### src/rtl/mfcc_dct_if.sv
// mfcc_dct_if: start/config, mel and coefficient read ports, and MFCC write port of the DCT stage
interface mfcc_dct_if #(
    parameter int DATA_WIDTH     = 32,
    parameter int ADDR_WIDTH     = 12,
    parameter int COF_ADDR_WIDTH = 12
);
    logic                      dct_start;
    logic [5:0]                mel_num;
    logic [5:0]                cep_num;
    logic [ADDR_WIDTH-1:0]     mel_mem_read_addr;
    logic [DATA_WIDTH-1:0]     mel_data_in;
    logic [COF_ADDR_WIDTH-1:0] dct_cof_read_addr;
    logic [DATA_WIDTH-1:0]     dct_cof_in;
    logic [ADDR_WIDTH-1:0]     mfcc_write_addr;
    logic [DATA_WIDTH-1:0]     mfcc_data_out;
    logic                      write_mfcc_en;
    logic                      dct_busy;
    logic                      dct_done;
    modport master (
        output dct_start, mel_num, cep_num, mel_data_in, dct_cof_in,
        input  mel_mem_read_addr, dct_cof_read_addr, mfcc_write_addr, mfcc_data_out,
               write_mfcc_en, dct_busy, dct_done
    );
    modport slave (
        input  dct_start, mel_num, cep_num, mel_data_in, dct_cof_in,
        output mel_mem_read_addr, dct_cof_read_addr, mfcc_write_addr, mfcc_data_out,
               write_mfcc_en, dct_busy, dct_done
    );
endinterface

### src/rtl/mfcc_dct.sv
// mfcc_dct: cepstral DCT of log-mel energies, one multiply-accumulate term at a time on clocked fp32 units
module mul_fp_clk #(
    parameter int LAT = 2
) (
    input  logic        clk,
    input  logic        rst_n,
    input  logic        en,
    input  logic [31:0] a,
    input  logic [31:0] b,
    output logic [31:0] y
);
    logic [31:0] pipe [LAT-1];
    // Truncating fp32 multiply; subnormal inputs and underflow flush to signed zero
    function automatic logic [31:0] fp_mul(input logic [31:0] x, input logic [31:0] z);
        logic [47:0]       p;
        logic signed [9:0] e;
        p = {24'd0, 1'b1, x[22:0]} * {24'd0, 1'b1, z[22:0]};
        e = $signed({2'b0, x[30:23]}) + $signed({2'b0, z[30:23]}) - 10'sd127 + $signed({9'd0, p[47]});
        if (x[30:23] == 8'd0 || z[30:23] == 8'd0 || e <= 10'sd0) return {x[31] ^ z[31], 31'd0};
        if (e >= 10'sd255) return {x[31] ^ z[31], 8'hff, 23'd0};
        return {x[31] ^ z[31], e[7:0], p[47] ? p[46:24] : p[45:23]};
    endfunction
    always_ff @(posedge clk or negedge rst_n) begin
        if (!rst_n) begin
            for (int i = 0; i < LAT-1; i++) pipe[i] <= '0;
        end else if (en) begin
            pipe[0] <= fp_mul(a, b);
            for (int i = 1; i < LAT-1; i++) pipe[i] <= pipe[i-1];
        end
    end
    assign y = pipe[LAT-2];
endmodule

module add_fp_clk #(
    parameter int LAT = 2
) (
    input  logic        clk,
    input  logic        rst_n,
    input  logic        en,
    input  logic [31:0] a,
    input  logic [31:0] b,
    output logic [31:0] y
);
    logic [31:0] pipe [LAT-1];
    // Truncating fp32 add with three guard bits; subnormals treated as zero
    function automatic logic [31:0] fp_add(input logic [31:0] p, input logic [31:0] q);
        logic [31:0]       x;
        logic [31:0]       z;
        logic [7:0]        d;
        logic [26:0]       mz;
        logic [27:0]       t;
        logic signed [9:0] e;
        x = (p[30:0] >= q[30:0]) ? p : q;
        z = (p[30:0] >= q[30:0]) ? q : p;
        if (x[30:23] == 8'd0) return 32'd0;
        if (z[30:23] == 8'd0) return x;
        d  = x[30:23] - z[30:23];
        mz = (d > 8'd26) ? 27'd0 : ({1'b1, z[22:0], 3'b0} >> d);
        t  = (x[31] == z[31]) ? {2'b01, x[22:0], 3'b0} + {1'b0, mz} : {2'b01, x[22:0], 3'b0} - {1'b0, mz};
        e  = $signed({2'b0, x[30:23]});
        if (t == 28'd0) return 32'd0;
        if (t[27]) begin
            t = t >> 1;
            e = e + 10'sd1;
        end
        for (int i = 0; i < 26; i++) begin
            if (!t[26]) begin
                t = t << 1;
                e = e - 10'sd1;
            end
        end
        if (e >= 10'sd255) return {x[31], 8'hff, 23'd0};
        if (e <= 10'sd0) return 32'd0;
        return {x[31], e[7:0], t[25:3]};
    endfunction
    always_ff @(posedge clk or negedge rst_n) begin
        if (!rst_n) begin
            for (int i = 0; i < LAT-1; i++) pipe[i] <= '0;
        end else if (en) begin
            pipe[0] <= fp_add(a, b);
            for (int i = 1; i < LAT-1; i++) pipe[i] <= pipe[i-1];
        end
    end
    assign y = pipe[LAT-2];
endmodule

module mfcc_dct #(
    parameter int DATA_WIDTH     = 32,
    parameter int ADDR_WIDTH     = 12,
    parameter int COF_ADDR_WIDTH = 12,
    parameter int MUL_LAT        = 2,
    parameter int ADD_LAT        = 2
) (
    input logic       clk,
    input logic       rst_n,
    mfcc_dct_if.slave bus
);
    typedef enum logic [2:0] {IDLE, ADDR, MEM, MUL, ADD, WRITE, DONE} state_t;
    state_t                    state, nxt;
    logic [3:0]                cnt;
    logic [5:0]                mel_n, cep_n, m, k;
    logic [COF_ADDR_WIDTH-1:0] cof_addr;
    logic [DATA_WIDTH-1:0]     acc, prod, sum, wr_data;
    logic [ADDR_WIDTH-1:0]     wr_addr;
    logic                      mul_en, add_en, mul_last, add_last, last_term;
    assign mul_last  = {28'd0, cnt} == MUL_LAT - 1;
    assign add_last  = {28'd0, cnt} == ADD_LAT - 1;
    assign last_term = m == mel_n - 6'd1;
    always_comb begin
        nxt    = state;
        mul_en = 1'b0;
        add_en = 1'b0;
        case (state)
            IDLE:    if (bus.dct_start) nxt = (bus.mel_num == 6'd0 || bus.cep_num == 6'd0) ? DONE : ADDR;
            ADDR:    nxt = MEM;
            MEM:     nxt = MUL;
            MUL: begin
                mul_en = 1'b1;
                nxt    = mul_last ? ADD : MUL;
            end
            ADD: begin
                add_en = 1'b1;
                nxt    = add_last ? (last_term ? WRITE : ADDR) : ADD;
            end
            WRITE:   nxt = (k == cep_n - 6'd1) ? DONE : ADDR;
            DONE:    nxt = IDLE;
            default: nxt = IDLE;
        endcase
    end
    always_ff @(posedge clk or negedge rst_n) begin
        if (!rst_n) begin
            state    <= IDLE;
            cnt      <= '0;
            mel_n    <= '0;
            cep_n    <= '0;
            m        <= '0;
            k        <= '0;
            cof_addr <= '0;
            acc      <= '0;
            wr_addr  <= '0;
            wr_data  <= '0;
        end else begin
            state <= nxt;
            cnt   <= (nxt == state && (state == MUL || state == ADD)) ? cnt + 4'd1 : 4'd0;
            if (state == IDLE && bus.dct_start) begin
                mel_n    <= bus.mel_num;
                cep_n    <= bus.cep_num;
                m        <= '0;
                k        <= '0;
                cof_addr <= '0;
                acc      <= '0;
            end
            // cof_addr runs straight through rows, so it tracks k*M+m without a multiplier
            if (state == ADD && add_last) begin
                acc      <= sum;
                cof_addr <= cof_addr + COF_ADDR_WIDTH'(1);
                if (last_term) begin
                    wr_addr <= ADDR_WIDTH'(k);
                    wr_data <= sum;
                end else begin
                    m <= m + 6'd1;
                end
            end
            if (state == WRITE) begin
                acc <= '0;
                m   <= '0;
                if (k != cep_n - 6'd1) k <= k + 6'd1;
            end
        end
    end
    mul_fp_clk #(.LAT(MUL_LAT)) u_mul (
        .clk(clk), .rst_n(rst_n), .en(mul_en), .a(bus.mel_data_in), .b(bus.dct_cof_in), .y(prod)
    );
    add_fp_clk #(.LAT(ADD_LAT)) u_add (
        .clk(clk), .rst_n(rst_n), .en(add_en), .a(prod), .b(acc), .y(sum)
    );
    assign bus.mel_mem_read_addr = ADDR_WIDTH'(m);
    assign bus.dct_cof_read_addr = cof_addr;
    assign bus.mfcc_write_addr   = wr_addr;
    assign bus.mfcc_data_out     = wr_data;
    assign bus.write_mfcc_en     = state == WRITE;
    assign bus.dct_done          = state == DONE;
    assign bus.dct_busy          = state != IDLE && state != DONE;
endmodule

### src/flat_wrapper.sv
// flat-port wrapper written by rule: the top's interface ports become plain ports
module mfcc_dct_flat 
#(
    parameter int DATA_WIDTH     = 32,
    parameter int ADDR_WIDTH     = 12,
    parameter int COF_ADDR_WIDTH = 12,
    parameter int MUL_LAT        = 2,
    parameter int ADD_LAT        = 2
)
  (clk, rst_n, bus_dct_start, bus_mel_num, bus_cep_num, bus_mel_data_in, bus_dct_cof_in, bus_mel_mem_read_addr, bus_dct_cof_read_addr, bus_mfcc_write_addr, bus_mfcc_data_out, bus_write_mfcc_en, bus_dct_busy, bus_dct_done);
  mfcc_dct_if #(.DATA_WIDTH(DATA_WIDTH), .ADDR_WIDTH(ADDR_WIDTH), .COF_ADDR_WIDTH(COF_ADDR_WIDTH)) bus_i ();
  input logic clk;
  input logic rst_n;
  input wire logic [$bits(bus_i.dct_start)-1:0] bus_dct_start;
  input wire logic [$bits(bus_i.mel_num)-1:0] bus_mel_num;
  input wire logic [$bits(bus_i.cep_num)-1:0] bus_cep_num;
  input wire logic [$bits(bus_i.mel_data_in)-1:0] bus_mel_data_in;
  input wire logic [$bits(bus_i.dct_cof_in)-1:0] bus_dct_cof_in;
  output wire logic [$bits(bus_i.mel_mem_read_addr)-1:0] bus_mel_mem_read_addr;
  output wire logic [$bits(bus_i.dct_cof_read_addr)-1:0] bus_dct_cof_read_addr;
  output wire logic [$bits(bus_i.mfcc_write_addr)-1:0] bus_mfcc_write_addr;
  output wire logic [$bits(bus_i.mfcc_data_out)-1:0] bus_mfcc_data_out;
  output wire logic [$bits(bus_i.write_mfcc_en)-1:0] bus_write_mfcc_en;
  output wire logic [$bits(bus_i.dct_busy)-1:0] bus_dct_busy;
  output wire logic [$bits(bus_i.dct_done)-1:0] bus_dct_done;
  assign bus_i.dct_start = bus_dct_start;
  assign bus_i.mel_num = bus_mel_num;
  assign bus_i.cep_num = bus_cep_num;
  assign bus_i.mel_data_in = bus_mel_data_in;
  assign bus_i.dct_cof_in = bus_dct_cof_in;
  assign bus_mel_mem_read_addr = bus_i.mel_mem_read_addr;
  assign bus_dct_cof_read_addr = bus_i.dct_cof_read_addr;
  assign bus_mfcc_write_addr = bus_i.mfcc_write_addr;
  assign bus_mfcc_data_out = bus_i.mfcc_data_out;
  assign bus_write_mfcc_en = bus_i.write_mfcc_en;
  assign bus_dct_busy = bus_i.dct_busy;
  assign bus_dct_done = bus_i.dct_done;
  mfcc_dct #(.DATA_WIDTH(DATA_WIDTH), .ADDR_WIDTH(ADDR_WIDTH), .COF_ADDR_WIDTH(COF_ADDR_WIDTH), .MUL_LAT(MUL_LAT), .ADD_LAT(ADD_LAT)) u_core (.clk(clk), .rst_n(rst_n), .bus(bus_i));
endmodule
### config.mk
export PLATFORM = sky130hd
export DESIGN_NAME = mfcc_dct_flat
export DESIGN_NICKNAME = d
export VERILOG_FILES = /design/src/rtl/mfcc_dct_if.sv /design/src/rtl/mfcc_dct.sv /design/src/flat_wrapper.sv
export SDC_FILE = /design/constraint.sdc
export NUM_CORES = 2
export LEC_CHECK = 0
export ABC_AREA = 1
export ABC_CLOCK_PERIOD_IN_PS = 29000
export CAP_MARGIN = 0
export CORE_ASPECT_RATIO = 1.2
export CORE_MARGIN = 10
export CORE_UTILIZATION = 40
export DETAILED_ROUTE_END_ITERATION = 6
export PLACE_DENSITY = 0.61
export SETUP_SLACK_MARGIN = 0.2
export SYNTH_ARGS = -nofsm -noshare
export SYNTH_HDL_FRONTEND = slang
export SYNTH_HIERARCHICAL = 1
export SYNTH_SLANG_ARGS = --single-unit
### constraint.sdc
create_clock -name clk -period 29 [get_ports clk]
set_clock_uncertainty 0.15 [all_clocks]
set_input_delay 4.35 -clock clk [delete_from_list [all_inputs] [get_ports clk]]
set_output_delay 4.35 -clock clk [all_outputs]
set_load 0.05 [all_outputs]
==> qor.txt <==
=====================================================================================================
Number of antenna violations at the first check in global routing ......................            2
Post-CTS setup buffers .................................................................            0
Maximum number of pins on one net before global-route repair ...........................           83
Number of max-slew violations in the final report ......................................            0
Width of the die .......................................................................       335 um
Most frequent standard cell in the layout excluding fill and tap cells ................. sky130_fd_sc_hd__nand2_1
Area Overhead vs Synth .................................................................        6.45%
Mean Syn Cell Area .....................................................................    6.26 um^2
Root buf cell .......................................................................... sky130_fd_sc_hd__clkbuf_16
Number of warnings reported in the yosys synthesis log .................................            6
Overall Global Routing Usage ...........................................................        0.247
EDFF count, synth ......................................................................            0
Sequential area share after synthesis ..................................................       0.0930
Most common flop cell mapped by yosys .................................................. sky130_fd_sc_hd__dfrtp_1
Tightest Hold Check Type ...............................................................   reg -> reg
Overall overflow remaining after global route ..........................................            0
Max-cap viol count .....................................................................            0
Ratio of cells with drive above 1 in the final layout ..................................       0.0664
Final clock period utilization by the worst path .......................................        0.780
Total die area ......................................................................... 133,000 um^2
Residual DRC count .....................................................................            5
Worst max-slew margin expressed relative to the limit ..................................        0.133
Xor-xnor portion of the synthesized cell area ..........................................       0.0128
Post-route antenna net violation count .................................................            0
Clock latency reported for the late side of the worst-skew pair ........................       500 ps
Cell Count, Final, Fillers Out .........................................................        9,163
Worst path max stage delay .............................................................       710 ps
Global-route wire length before repair .................................................       263 mm
Reg clk slew, reported paths ...........................................................        70 ps
Fill cell count ........................................................................       12,900
Post-synthesis cell area ...............................................................  47,600 um^2
Register bit count reported by yosys ...................................................          177
Violations in the final reports ........................................................ design-rule violations
Mux contribution to synthesized area ...................................................      0.00176
Arrival time of data at the critical path endpoint .....................................    22,850 ps
Highest-count cells in the layout ignoring fill and taps ............................... sky130_fd_sc_hd__nand2_1 (2,388), sky130_fd_sc_hd__inv_1 (1,486), sky130_fd_sc_hd__nand3_1 (639), sky130_fd_sc_hd__nor2_1 (552), sky130_fd_sc_hd__fa_1 (483)
Total number of vias ...................................................................       47,800
Critical Path Source Type ..............................................................     register
Setup TNS after final layout ...........................................................         0 ps
Place WS ...............................................................................      6610 ps
Clock buffer count from CTS ............................................................           17
Drt pass-1 iters .......................................................................            7
Result of the run ...................................................................... finished with violations
Maximum root-to-sink buffer count ......................................................            2
TritonCTS clock tree ...................................................................         done
Port Buffer Count ......................................................................          137
Most frequent cell on the critical path ................................................ sky130_fd_sc_hd__nand2_1
Clk sink count .........................................................................          177
# H-tree levels ........................................................................            4
Number of placed instances, taps included ..............................................        9,128
Simple-gate area share of the yosys netlist ............................................        0.381
FMAX ...................................................................................     44.2 MHz
Post-route setup slack .................................................................      6380 ps
Cell with the biggest individual delay on the critical path ............................ sky130_fd_sc_hd__nand2_4
CP required ............................................................................    29,240 ps
Via count of the first global-routing pass .............................................       47,400
Netlist cell types .....................................................................           82
Die height .............................................................................       398 um
HPWL reported at the end of detailed placement .........................................       136 mm
Compound-cell area share of the yosys netlist ..........................................       0.0810
Routability Congestion .................................................................        0.946
Setup Viol. Count Final ................................................................            0
Cells after synthesis ..................................................................        7,605
Endpoint class of the critical path ....................................................     register
Average wire per standard cell .........................................................      18.1 um
Layout Nets ............................................................................        8,458
CTS Hold Bufs ..........................................................................            0
RSZ-0062 raised after global routing ...................................................        false
Total wire length ......................................................................       166 mm
Main combinational cell family by area after synthesis ................................. simple AND/OR/NAND/NOR gates
Number of cells upsized or downsized after cts .........................................            0
Final hold vios ........................................................................            0
Slew of the pin with the lowest slew margin ............................................      1290 ps
Post-synthesis share of cell area spent on full adders, half adders and majority gates .        0.279
Core Region ............................................................................ 118,000 um^2
Via density ............................................................................         5.22
Boundary Pins ..........................................................................          150
Minimum clock period after layout ......................................................    22,620 ps
Maximum fanout along the worst path ....................................................           82
Starting Density .......................................................................        0.403
FP Rows ................................................................................          138
Slack of the worst reg-to-reg path .....................................................      6380 ps
DRT iter0 DRCs .........................................................................        3,747
Classification of the worst setup path .................................................   reg -> reg
Fraction of registers with async set/reset .............................................         1.00
=====================================================================================================
-- critical path: cells and delay by family (launching register included) --
kind                     cells  cell delay (ps)
AND/OR/NAND/NOR             94            13670
flip-flops                   1              360
AO/OA/AOI/OAI                7             2190
adder cells (fa/ha/maj)     18             4770
buffers and inverters       18             1320
-- logic make-up after synthesis --
group,Yosys count
other cells,1
compound gates,670
fa+ha+maj,772
simple gates,4116
flops,177
mux,8
xor+xnor,67
buf+inv,1794
-- metrics by stage --
step | instance area, um^2 | hold WS [ps] | util
final | 50700 | 334 | 0.429
after global routing | 50700 | 348 | 0.429
after CTS | 50700 | 335 | 0.429
after detailed placement | 50200 | 316 | 0.425
after global placement | 50200 | 312 | 0.425
after floorplan | 47700 | 299 | -
-- sequential cells by signal, summed over array words and instances, names as in the netlist --
| register | count |
|---|---|
| u_core/cnt | 4 |
| u_core/m | 6 |
| u_core/u_mul/y | 32 |
| u_core/state | 3 |
| u_core/bus.mfcc_data_out | 32 |
| u_core/acc | 32 |
| u_core/bus.dct_cof_read_addr | 12 |
| u_core/mel_n | 6 |
| u_core/bus.mfcc_write_addr | 6 |
| u_core/cep_n | 6 |
| u_core/u_add/y | 32 |
| u_core/k | 6 |
-- routing by layer --
metal | GRT usage | part of all wire | wire, um
met5 | 0 | 0.00013 | 22
met4 | 0.0831 | 0.036 | 5920
met3 | 0.0312 | 0.056 | 9320
met2 | 0.426 | 0.48 | 78900
met1 | 0.316 | 0.43 | 71800
-- Yosys cell counts (all sizes together) (5+ instances only) --
library cell / number / area [um^2]
nand3b: 20 / 158
o211ai: 20 / 150
dfrtp: 177 / 4430
clkbuf: 136 / 522
xor2: 42 / 375
a31oi: 20 / 125
a22oi: 8 / 60.1
nand4: 140 / 876
a21o: 5 / 37.5
o21ai: 351 / 1870
a221oi: 5 / 43.8
o221ai: 5 / 43.8
o21bai: 20 / 165
o21a: 12 / 90.1
xnor2: 25 / 234
mux2i: 8 / 83.8
a211oi: 6 / 50.1
or2: 20 / 125
a21boi: 5 / 37.5
nor4: 13 / 81.3
nand3: 693 / 3800
buf: 96 / 807
nor3: 61 / 348
o22ai: 5 / 31.3
nor2: 612 / 2620
o31ai: 7 / 52.6
nand2: 2543 / 10000
inv: 1546 / 5810
a21oi: 189 / 991
clkinv: 11 / 43.8
ha: 289 / 3620
fa: 483 / 9670
-- area by class of cell --
class                   count  area (um^2)  share of cell area
flip-flops and latches    177         4430              0.0873
inverters                1557         5850               0.115
clock inverters            13          115             0.00227
diodes                      3         7.51            0.000148
clock buffers              19          443             0.00873
repair buffers            209         1900              0.0375
multi-input cells        5645        36000               0.711
well taps                1540         1930              0.0380
-- final timing paths --
path | cells after the start | startpoint | endpoint
setup / recovery | 137 | u_core/acc[6]$_DFFE_PN0P_ | u_core/u_add/y[22]$_DFFE_PN0P_
min in group asynchronous | 1 | rst_n | u_core/bus.mfcc_data_out[27]$_DFFE_PN0P_
hold reg to reg | 2 | u_core/u_add/y[14]$_DFFE_PN0P_ | u_core/u_add/y[14]$_DFFE_PN0P_
setup reg to reg | 137 | u_core/acc[6]$_DFFE_PN0P_ | u_core/u_add/y[22]$_DFFE_PN0P_
max in group asynchronous | 2 | rst_n | u_core/u_mul/y[4]$_DFFE_PN0P_
hold / removal | 2 | u_core/u_add/y[14]$_DFFE_PN0P_ | u_core/u_add/y[14]$_DFFE_PN0P_
Power is not shown: default switching activity piles up to over one toggle a cycle in this logic, so the estimate is an artifact.
